--- config.mk ---
export PLATFORM = sky130hd
export DESIGN_NAME = rst_seq_ctrl
export DESIGN_NICKNAME = d
export VERILOG_FILES = /design/src/rtl/rst_seq_pkg.sv /design/src/rtl/rst_debounce.sv /design/src/rtl/rst_seq_ctrl.sv
export SDC_FILE = /design/constraint.sdc
export NUM_CORES = 1
export LEC_CHECK = 0
export BUFFER_PORTS_ARGS = -buffer_cell sky130_fd_sc_hd__buf_2
export CAP_MARGIN = 20
export CORE_MARGIN = 2
export CORE_UTILIZATION = 35
export CTS_BUF_LIST = sky130_fd_sc_hd__clkbuf_8
export CTS_CLUSTER_SIZE = 16
export DETAILED_ROUTE_END_ITERATION = 12
export PLACE_DENSITY = 0.51
export SYNTH_ARGS = -nofsm -noshare
export SYNTH_HDL_FRONTEND = slang
export SYNTH_HIERARCHICAL = 1
export SYNTH_SLANG_ARGS = --single-unit
--- constraint.sdc ---
create_clock -name clk_sys_i -period 1.7 [get_ports clk_sys_i]
set_input_delay 0.085 -clock clk_sys_i [delete_from_list [all_inputs] [get_ports clk_sys_i]]
set_output_delay 0.085 -clock clk_sys_i [all_outputs]
set_load 0.03 [all_outputs]
--- src/rtl/rst_seq_pkg.sv ---
// Shared types for the reset sequencer: FSM state and reset-cause encoding.
package rst_seq_pkg;

    typedef enum logic [1:0] {
        StAssert  = 2'd0,
        StRelease = 2'd1,
        StRun     = 2'd2
    } state_e;

    typedef enum logic [1:0] {
        CausePor = 2'd0,
        CauseBtn = 2'd1,
        CausePll = 2'd2,
        CauseSw  = 2'd3
    } rst_cause_e;

    function automatic int unsigned max_u(input int unsigned a, input int unsigned b);
        return (a > b) ? a : b;
    endfunction

endpackage

--- src/rtl/rst_debounce.sv ---
// Level debouncer: the output follows the input only after the input has
// differed from it for DebounceCycles consecutive cycles.
module rst_debounce #(
    parameter int unsigned DebounceCycles = 1000
) (
    input  logic clk_sys_i,
    input  logic rst_sys_ni,
    input  logic level_i,
    output logic level_o
);

    localparam int unsigned CntW = $clog2(DebounceCycles + 1);
    localparam logic [CntW-1:0] CntLast = CntW'(DebounceCycles - 1);

    logic [CntW-1:0] r_cnt;
    logic [CntW-1:0] w_cnt_d;
    logic            r_level;
    logic            w_level_d;

    // Count consecutive cycles of disagreement; any agreement restarts the count.
    always_comb begin
        w_cnt_d   = '0;
        w_level_d = r_level;
        if (level_i != r_level) begin
            if (r_cnt == CntLast) begin
                w_level_d = level_i;
            end else begin
                w_cnt_d = r_cnt + CntW'(1);
            end
        end
    end

    // Debounce state registers.
    always_ff @(posedge clk_sys_i or negedge rst_sys_ni) begin
        if (!rst_sys_ni) begin
            r_cnt   <= '0;
            r_level <= 1'b0;
        end else begin
            r_cnt   <= w_cnt_d;
            r_level <= w_level_d;
        end
    end

    assign level_o = r_level;

endmodule

--- src/rtl/rst_seq_ctrl.sv ---
// Reset sequencer: asserts all reset outputs at once on any trigger, holds them
// for a minimum time after the last trigger, then releases them one by one.
module rst_seq_ctrl
    import rst_seq_pkg::*;
#(
    parameter int unsigned NumRst         = 3,
    parameter int unsigned DebounceCycles = 1000,
    parameter int unsigned HoldCycles     = 16,
    parameter int unsigned StageGap       = 8
) (
    input  logic              clk_sys_i,
    input  logic              rst_sys_ni,
    input  logic              pll_locked_i,
    input  logic              rst_btn_i,
    input  logic              sw_rst_req_i,
    output logic [NumRst-1:0] rst_no,
    output logic [1:0]        rst_cause_o,
    output logic              busy_o
);

    // One counter serves both the hold time and the inter-stage gap.
    localparam int unsigned CntMax = max_u(HoldCycles, StageGap);
    localparam int unsigned CntW   = $clog2(CntMax + 1);
    localparam logic [CntW-1:0] HoldLast = CntW'(HoldCycles - 1);
    localparam logic [CntW-1:0] GapLast  = CntW'(StageGap - 1);

    logic r_lock_meta;
    logic r_lock_sync;
    logic r_btn_meta;
    logic r_btn_sync;
    logic w_btn_db;
    logic w_trigger;

    state_e          r_state;
    state_e          w_state_d;
    logic [CntW-1:0] r_cnt;
    logic [CntW-1:0] w_cnt_d;
    logic [NumRst-1:0] r_rst;
    logic [NumRst-1:0] w_rst_d;
    logic [NumRst-1:0] w_rst_first;
    logic [NumRst-1:0] w_rst_next;
    rst_cause_e      r_cause;
    rst_cause_e      w_cause_d;
    rst_cause_e      w_cause_new;
    logic            r_busy;
    logic            w_busy_d;

    // Two-flop synchronisers for the asynchronous lock and button inputs.
    always_ff @(posedge clk_sys_i or negedge rst_sys_ni) begin
        if (!rst_sys_ni) begin
            r_lock_meta <= 1'b0;
            r_lock_sync <= 1'b0;
            r_btn_meta  <= 1'b0;
            r_btn_sync  <= 1'b0;
        end else begin
            r_lock_meta <= pll_locked_i;
            r_lock_sync <= r_lock_meta;
            r_btn_meta  <= rst_btn_i;
            r_btn_sync  <= r_btn_meta;
        end
    end

    rst_debounce #(
        .DebounceCycles(DebounceCycles)
    ) u_debounce (
        .clk_sys_i (clk_sys_i),
        .rst_sys_ni(rst_sys_ni),
        .level_i   (r_btn_sync),
        .level_o   (w_btn_db)
    );

    assign w_trigger = ~r_lock_sync | w_btn_db | sw_rst_req_i;

    // Released bits fill from bit 0 upwards; all-ones means fully released.
    assign w_rst_first = NumRst'(1);
    assign w_rst_next  = NumRst'({r_rst, 1'b1});

    // Cause priority when several sources fire together: pll > button > software.
    always_comb begin
        if (!r_lock_sync) begin
            w_cause_new = CausePll;
        end else if (w_btn_db) begin
            w_cause_new = CauseBtn;
        end else begin
            w_cause_new = CauseSw;
        end
    end

    // Sequencer next-state: immediate assertion, staged release.
    always_comb begin
        w_state_d = r_state;
        w_cnt_d   = r_cnt;
        w_rst_d   = r_rst;
        w_cause_d = r_cause;
        case (r_state)
            StAssert: begin
                w_rst_d = '0;
                if (w_trigger) begin
                    w_cnt_d = '0;
                end else if (r_cnt == HoldLast) begin
                    w_rst_d   = w_rst_first;
                    w_cnt_d   = '0;
                    w_state_d = (&w_rst_first) ? StRun : StRelease;
                end else begin
                    w_cnt_d = r_cnt + CntW'(1);
                end
            end
            StRelease: begin
                if (w_trigger) begin
                    w_state_d = StAssert;
                    w_rst_d   = '0;
                    w_cnt_d   = '0;
                    w_cause_d = w_cause_new;
                end else if (r_cnt == GapLast) begin
                    w_rst_d   = w_rst_next;
                    w_cnt_d   = '0;
                    w_state_d = (&w_rst_next) ? StRun : StRelease;
                end else begin
                    w_cnt_d = r_cnt + CntW'(1);
                end
            end
            StRun: begin
                if (w_trigger) begin
                    w_state_d = StAssert;
                    w_rst_d   = '0;
                    w_cnt_d   = '0;
                    w_cause_d = w_cause_new;
                end
            end
            default: begin
                w_state_d = StAssert;
                w_rst_d   = '0;
                w_cnt_d   = '0;
            end
        endcase
        w_busy_d = ~&w_rst_d;
    end

    // Sequencer state and output registers; every output comes from a flop.
    always_ff @(posedge clk_sys_i or negedge rst_sys_ni) begin
        if (!rst_sys_ni) begin
            r_state <= StAssert;
            r_cnt   <= '0;
            r_rst   <= '0;
            r_cause <= CausePor;
            r_busy  <= 1'b1;
        end else begin
            r_state <= w_state_d;
            r_cnt   <= w_cnt_d;
            r_rst   <= w_rst_d;
            r_cause <= w_cause_d;
            r_busy  <= w_busy_d;
        end
    end

    assign rst_no      = r_rst;
    assign rst_cause_o = r_cause;
    assign busy_o      = r_busy;

endmodule

# ---- After elaboration in Yosys (flattened, before gate mapping)
# Cells that the tools add are included.
dict set report word_totals {
  wordCells 57
  inputBits 5
  register_bits 28
}
dict set report classes {
  n_reduce_logical 8
  bitwise 3
  eq_ne 10
  mux 23
  n_addsub 2
}
# operator count
set op_table {}
lappend op_table {{$mux 5} 5}
lappend op_table {{$mux 10} 2}
lappend op_table {{$mux 2} 8}
lappend op_table {{$pmux 5 s3} 1}
lappend op_table {{$add 10x1->10 const B} 1}
lappend op_table {{$eq 10x10->1 const B} 1}
lappend op_table {{$mux 3} 3}
lappend op_table {{$pmux 3 s3} 1}
lappend op_table {{$ne 2x2->1 const B} 3}
lappend op_table {{$pmux 2 s3} 1}
lappend op_table {{$reduce_and 2->1} 3}
lappend op_table {{$add 5x1->5 const B} 1}
lappend op_table {{$eq 5x3->1 const B} 1}
lappend op_table {{$eq 5x4->1 const B} 1}
lappend op_table {{$reduce_and 4->1} 1}
lappend op_table {{$ne 3x3->1 const B} 1}
lappend op_table {{$reduce_and 3->1} 1}
lappend op_table {{$eq 2x1->1 const B} 1}
lappend op_table {{$eq 2x2->1 const B} 1}
lappend op_table {{$logic_not 2->1} 1}
lappend op_table {{$mux 1} 2}
lappend op_table {{$or 1x1->1} 2}
lappend op_table {{$reduce_or 2->1} 1}
lappend op_table {{$logic_not 1->1} 1}
lappend op_table {{2 further kinds} 2}

# ---- Logic depth before layout (Yosys ltp)
dict set report depth {
  word_depth 7
  mapped_depth 8
  depth_no_buf 8
}

# ---- Cells and area by module
# Netlist, hierarchy kept.
# mod cells_per_inst area_per_inst_um2 seq_area_each_um2 n_inst
set by_module_without_submodules {}
lappend by_module_without_submodules {rst_seq_ctrl 78 894.6 426.7 1}
lappend by_module_without_submodules {rst_debounce 53 556.8 275.3 1}

# ---- Worst setup path after synthesis
# Ideal clock, no wire load.
dict set report synth_timing {
  kind {register -> register}
  start {reg r_state[0]}
  end {reg r_busy (netlist: busy_o)}
  path_buffers 0
  setup_ns 0.086
  slack_ns -0.028
  path_stages_with_launch 7
  synth_period_minus_slack_ns 1.728
  t_arrival_ns 1.642
  t_required_ns 1.614
  path_cell_list {dfrtp_1 inv_1 ha_1 and4bb_2 o21bai_4 a22oi_1 a2111o_1}
}
dict set report synth_via {
  elab_chain_len 4
}
# element line_no
set synth_rtl {}
lappend synth_rtl {{start: declaration} rst_seq_ctrl.sv:34} ;# state_e r_state;
lappend synth_rtl {{start signal: assignment} rst_seq_ctrl.sv:142} ;# r_state <= StAssert;
lappend synth_rtl {{start signal: assignment} rst_seq_ctrl.sv:148} ;# r_state <= w_state_d;
lappend synth_rtl {{$eq 2x2->1, or another cell as far along} rst_seq_ctrl.sv:95} ;# case (r_state)
lappend synth_rtl {{$pmux 3 s3 (*)} rst_seq_ctrl.sv:95}
lappend synth_rtl {{$reduce_and 3->1 (*)} rst_seq_ctrl.sv:136} ;# w_busy_d = ~&w_rst_d;
lappend synth_rtl {{$logic_not 1->1 (*)} rst_seq_ctrl.sv:136}
lappend synth_rtl {{net w_busy_d} rst_seq_ctrl.sv:46} ;# logic w_busy_d;
lappend synth_rtl {{end signal: assignment} rst_seq_ctrl.sv:152} ;# r_busy <= w_busy_d;
lappend synth_rtl {{end: declaration} rst_seq_ctrl.sv:45} ;# logic r_busy;
# The timed path passes the listed nets; every way through them passes the cells marked *.
# A chain may end at the register's enable or synchronous reset.

==> flow_metrics.tcl <==
set metrics [dict create \
    status "finished, final reports clean" \
    syn2layout_area_growth_pct 25.0 \
    worstPathArrival_ns 1.84 \
    htreeDepth 1 \
    synth_seq_cells 28 \
    min_period_over_period_pct 96.4 \
    worst_pin_slew_ns 0.634 \
    hp-class "in2reg" \
    die_y_um 68.4 \
    ant_nets 0 \
    timing.fmax_mhz 610 \
    vias_per_cell 5.30 \
    diodes 0 \
    detailed_place_hpwl_mm 2.03 \
    first_pass_iters 6 \
    end_kind "register" \
    min_path_cells 3 \
    crit_fanout 4 \
    ioPinCount 11 \
    rows 23 \
    async_reset_ff_share_pct 100 \
    routabilityCongestion 0.778 \
    initial_utilization_pct 36.3 \
    worstSetupPathType "reg2reg" \
    worstSkewPairLatency_ns 0.27 \
    core_um2 4000 \
    setup_ws_ns 0.0620 \
    hold_viol_final 0 \
    post-place-ws_ns -0.00120 \
    cts_tree "done" \
    drc 0 \
    die-width_um 68.4 \
    wl_mm 2.93 \
    worstRegToRegCells 5 \
    dp_cells 195 \
    grt_usage_pct 13.0 \
    clk_pin_slew_ns 0.10 \
    finalSetupViolCount 0 \
    holdPathEnd "r_cnt[2]" \
    num-nets-final 174 \
    fin_cells 210 \
    cts_num_sinks 28 \
    leakagePower_nw 0.788 \
    synth_warnings 6 \
    synth_area_um2 1450 \
    dr_total_vias 1114 \
    fin_hold_ws_ns 0.186 \
    critPathLaunchType "register" \
    r2r-start "r_cnt[0]" \
    vdd_drop_max_mv 0.635 \
    grt_max_degree 29 \
    power_density_nw_per_um2 719 \
    fin_crit_ns 1.64 \
    syn-num-nets 144 \
    root_buffer "clkbuf_8" \
    skew_ns 0.00188 \
    grt_pass1_wl_mm 4.61 \
    grt_overflow 0 \
    first_global_vias 1006 \
    dr.first_iter.drc_count 62 \
    drv_cap 0 \
    min-delay-start "sw_rst_req_i" \
    reg2reg_slack_ns 0.06 \
    fin_tns_setup_ns 0 \
    clockBufferDepth 2 \
    crit_required_ns 1.90 \
    cts_buffers 3 \
    slew-limit-headroom_pct 57.7 \
    synth.yosys.seq_area_share_pct 48.4 \
    wl_per_cell_um 14.0 \
    drive_above_1_share_pct 33.1 \
    syn_inst 131 \
    drv_slew 0 \
    antenna_found_initial 0 \
    die-area_um2 4680 \
    avgSynthCellArea_um2 11.1 \
    r2r-end "busy_o" \
    numPortBuffers 10 \
    p_total_mw 1.30 \
    synth_enable_flop_cells 0 \
    synth_cell_type_count 44 \
    synth_ff_type "dfrtp_1" \
]
==> state kept, by name, indices dropped and copies added, names as in the netlist <==
| name | flops |
|---|---|
| u_debounce/r_cnt | 10 |
| r_cnt | 5 |
| rst_no | 3 |
| r_state | 2 |
| rst_cause_o | 2 |
| busy_o | 1 |
| r_btn_meta | 1 |
| r_btn_sync | 1 |
| r_lock_meta | 1 |
| r_lock_sync | 1 |
| u_debounce/level_o | 1 |
==> synth_stat cells (2+ instances only) <==
| cell | count | share of area [%] |
|---|---|---|
| nand2_1 | 9 | 2.3 |
| xnor2_1 | 2 | 1.2 |
| a21boi_0 | 2 | 1.0 |
| or4_1 | 2 | 1.0 |
| xor2_1 | 2 | 1.2 |
| mux2_2 | 3 | 2.3 |
| o21ai_0 | 6 | 2.1 |
| o31ai_1 | 2 | 1.0 |
| inv_1 | 7 | 1.8 |
| a31oi_1 | 2 | 0.86 |
| nand2b_1 | 3 | 1.3 |
| dfrtp_1 | 27 | 47 |
| ha_1 | 8 | 6.9 |
| a21oi_1 | 7 | 2.4 |
| a22oi_1 | 2 | 1.0 |
| nor2_1 | 9 | 2.3 |
| nand3_1 | 8 | 2.8 |
| nand4_1 | 2 | 0.86 |
| and4bb_2 | 3 | 2.6 |
==> power breakdown <==
part / internal (mW) / switching (mW)
logic: 0.0352 / 0.0476
registers: 0.683 / 0.0142
clock network: 0.315 / 0.210
total: 1.03 / 0.272
==> critical path: stages, from the launching register on <==
cell,delay (ns)
dfrtp_1,0.38
ha_2,0.20
and4bb_2,0.30
and3_4,0.23
o221ai_2,0.10
a2111o_1,0.37
==> cell usage in the layout (no fill, tap or decap), drive strengths merged, types with 4 or more instances in the layout <==
cell	Yosys	routed
ha	8	8
nor2	9	9
nand3	9	9
nand2	9	9
dfrtp	27	27
inv	7	7
o21ai	7	7
buf	0	22
mux2	4	4
a21oi	7	7
==> per-layer routing <==
layer / part of all wire, % / global-route usage (%)
met3: 3.7 / 2.80
met2: 47 / 21.0
met4: 0 / 3.25
met1: 49 / 17.6
met5: 0 / 0
==> cells by family (layout without fill, tap and decap cells) <==
kind of cell	count (synthesis)	after routing	synth area share [%]
and+or+nand+nor	47	47	20.6
xor gates and xnor gates	4	4	2.41
DFF	28	28	48.4
muxes	4	4	3.10
buffers and inverters	7	36	1.81
adders and majority gates	8	8	6.90
AOI/OAI and AO/OA	33	33	16.8
==> area by class of cell <==
type | instances | area (um^2)
inverter | 7 | 26.3
tap | 50 | 62.6
clock inverter | 1 | 30.0
multi-input combinational | 96 | 782
sequential | 28 | 702
fill | 359 | 2190
timing repair buffer | 25 | 170
clock buffer | 3 | 41.3
==> worst max path at each step <==
stage	from	to	depth (start not counted)	slack [ns]
2_1_floorplan	r_state[0]	busy_o	6	0.007
3_3_place_gp	r_state[0]	busy_o	6	0.07
3_5_place_dp	r_cnt[0]	r_state[0]	7	-0.001
4_1_cts	r_state[1]	busy_o	6	0.01
5_1_grt	r_cnt[0]	busy_o	5	-0.002
6_report	r_cnt[0]	busy_o	5	0.06
==> metrics by stage <==
stage                     instance area, um^2  utilization, %
after CTS                                1700            42.4
after global routing                     1810            45.4
after floorplan                          1450               -
final                                    1810            45.4
after global placement                   1600            39.9
after detailed placement                 1600            39.9
==> timing repair <==
| item | CTS | global route |
|---|---|---|
| endpoints found under the setup margin | 1 | 5 |
| buffers inserted | 0 | 8 |
| hold endpoints to repair | 29 | 0 |
| resized for setup | 1 | 10 |
| pin swaps | 0 | 3 |
| hold buffers | 3 | 0 |
No activity file was read; power rests on OpenSTA's default activity.
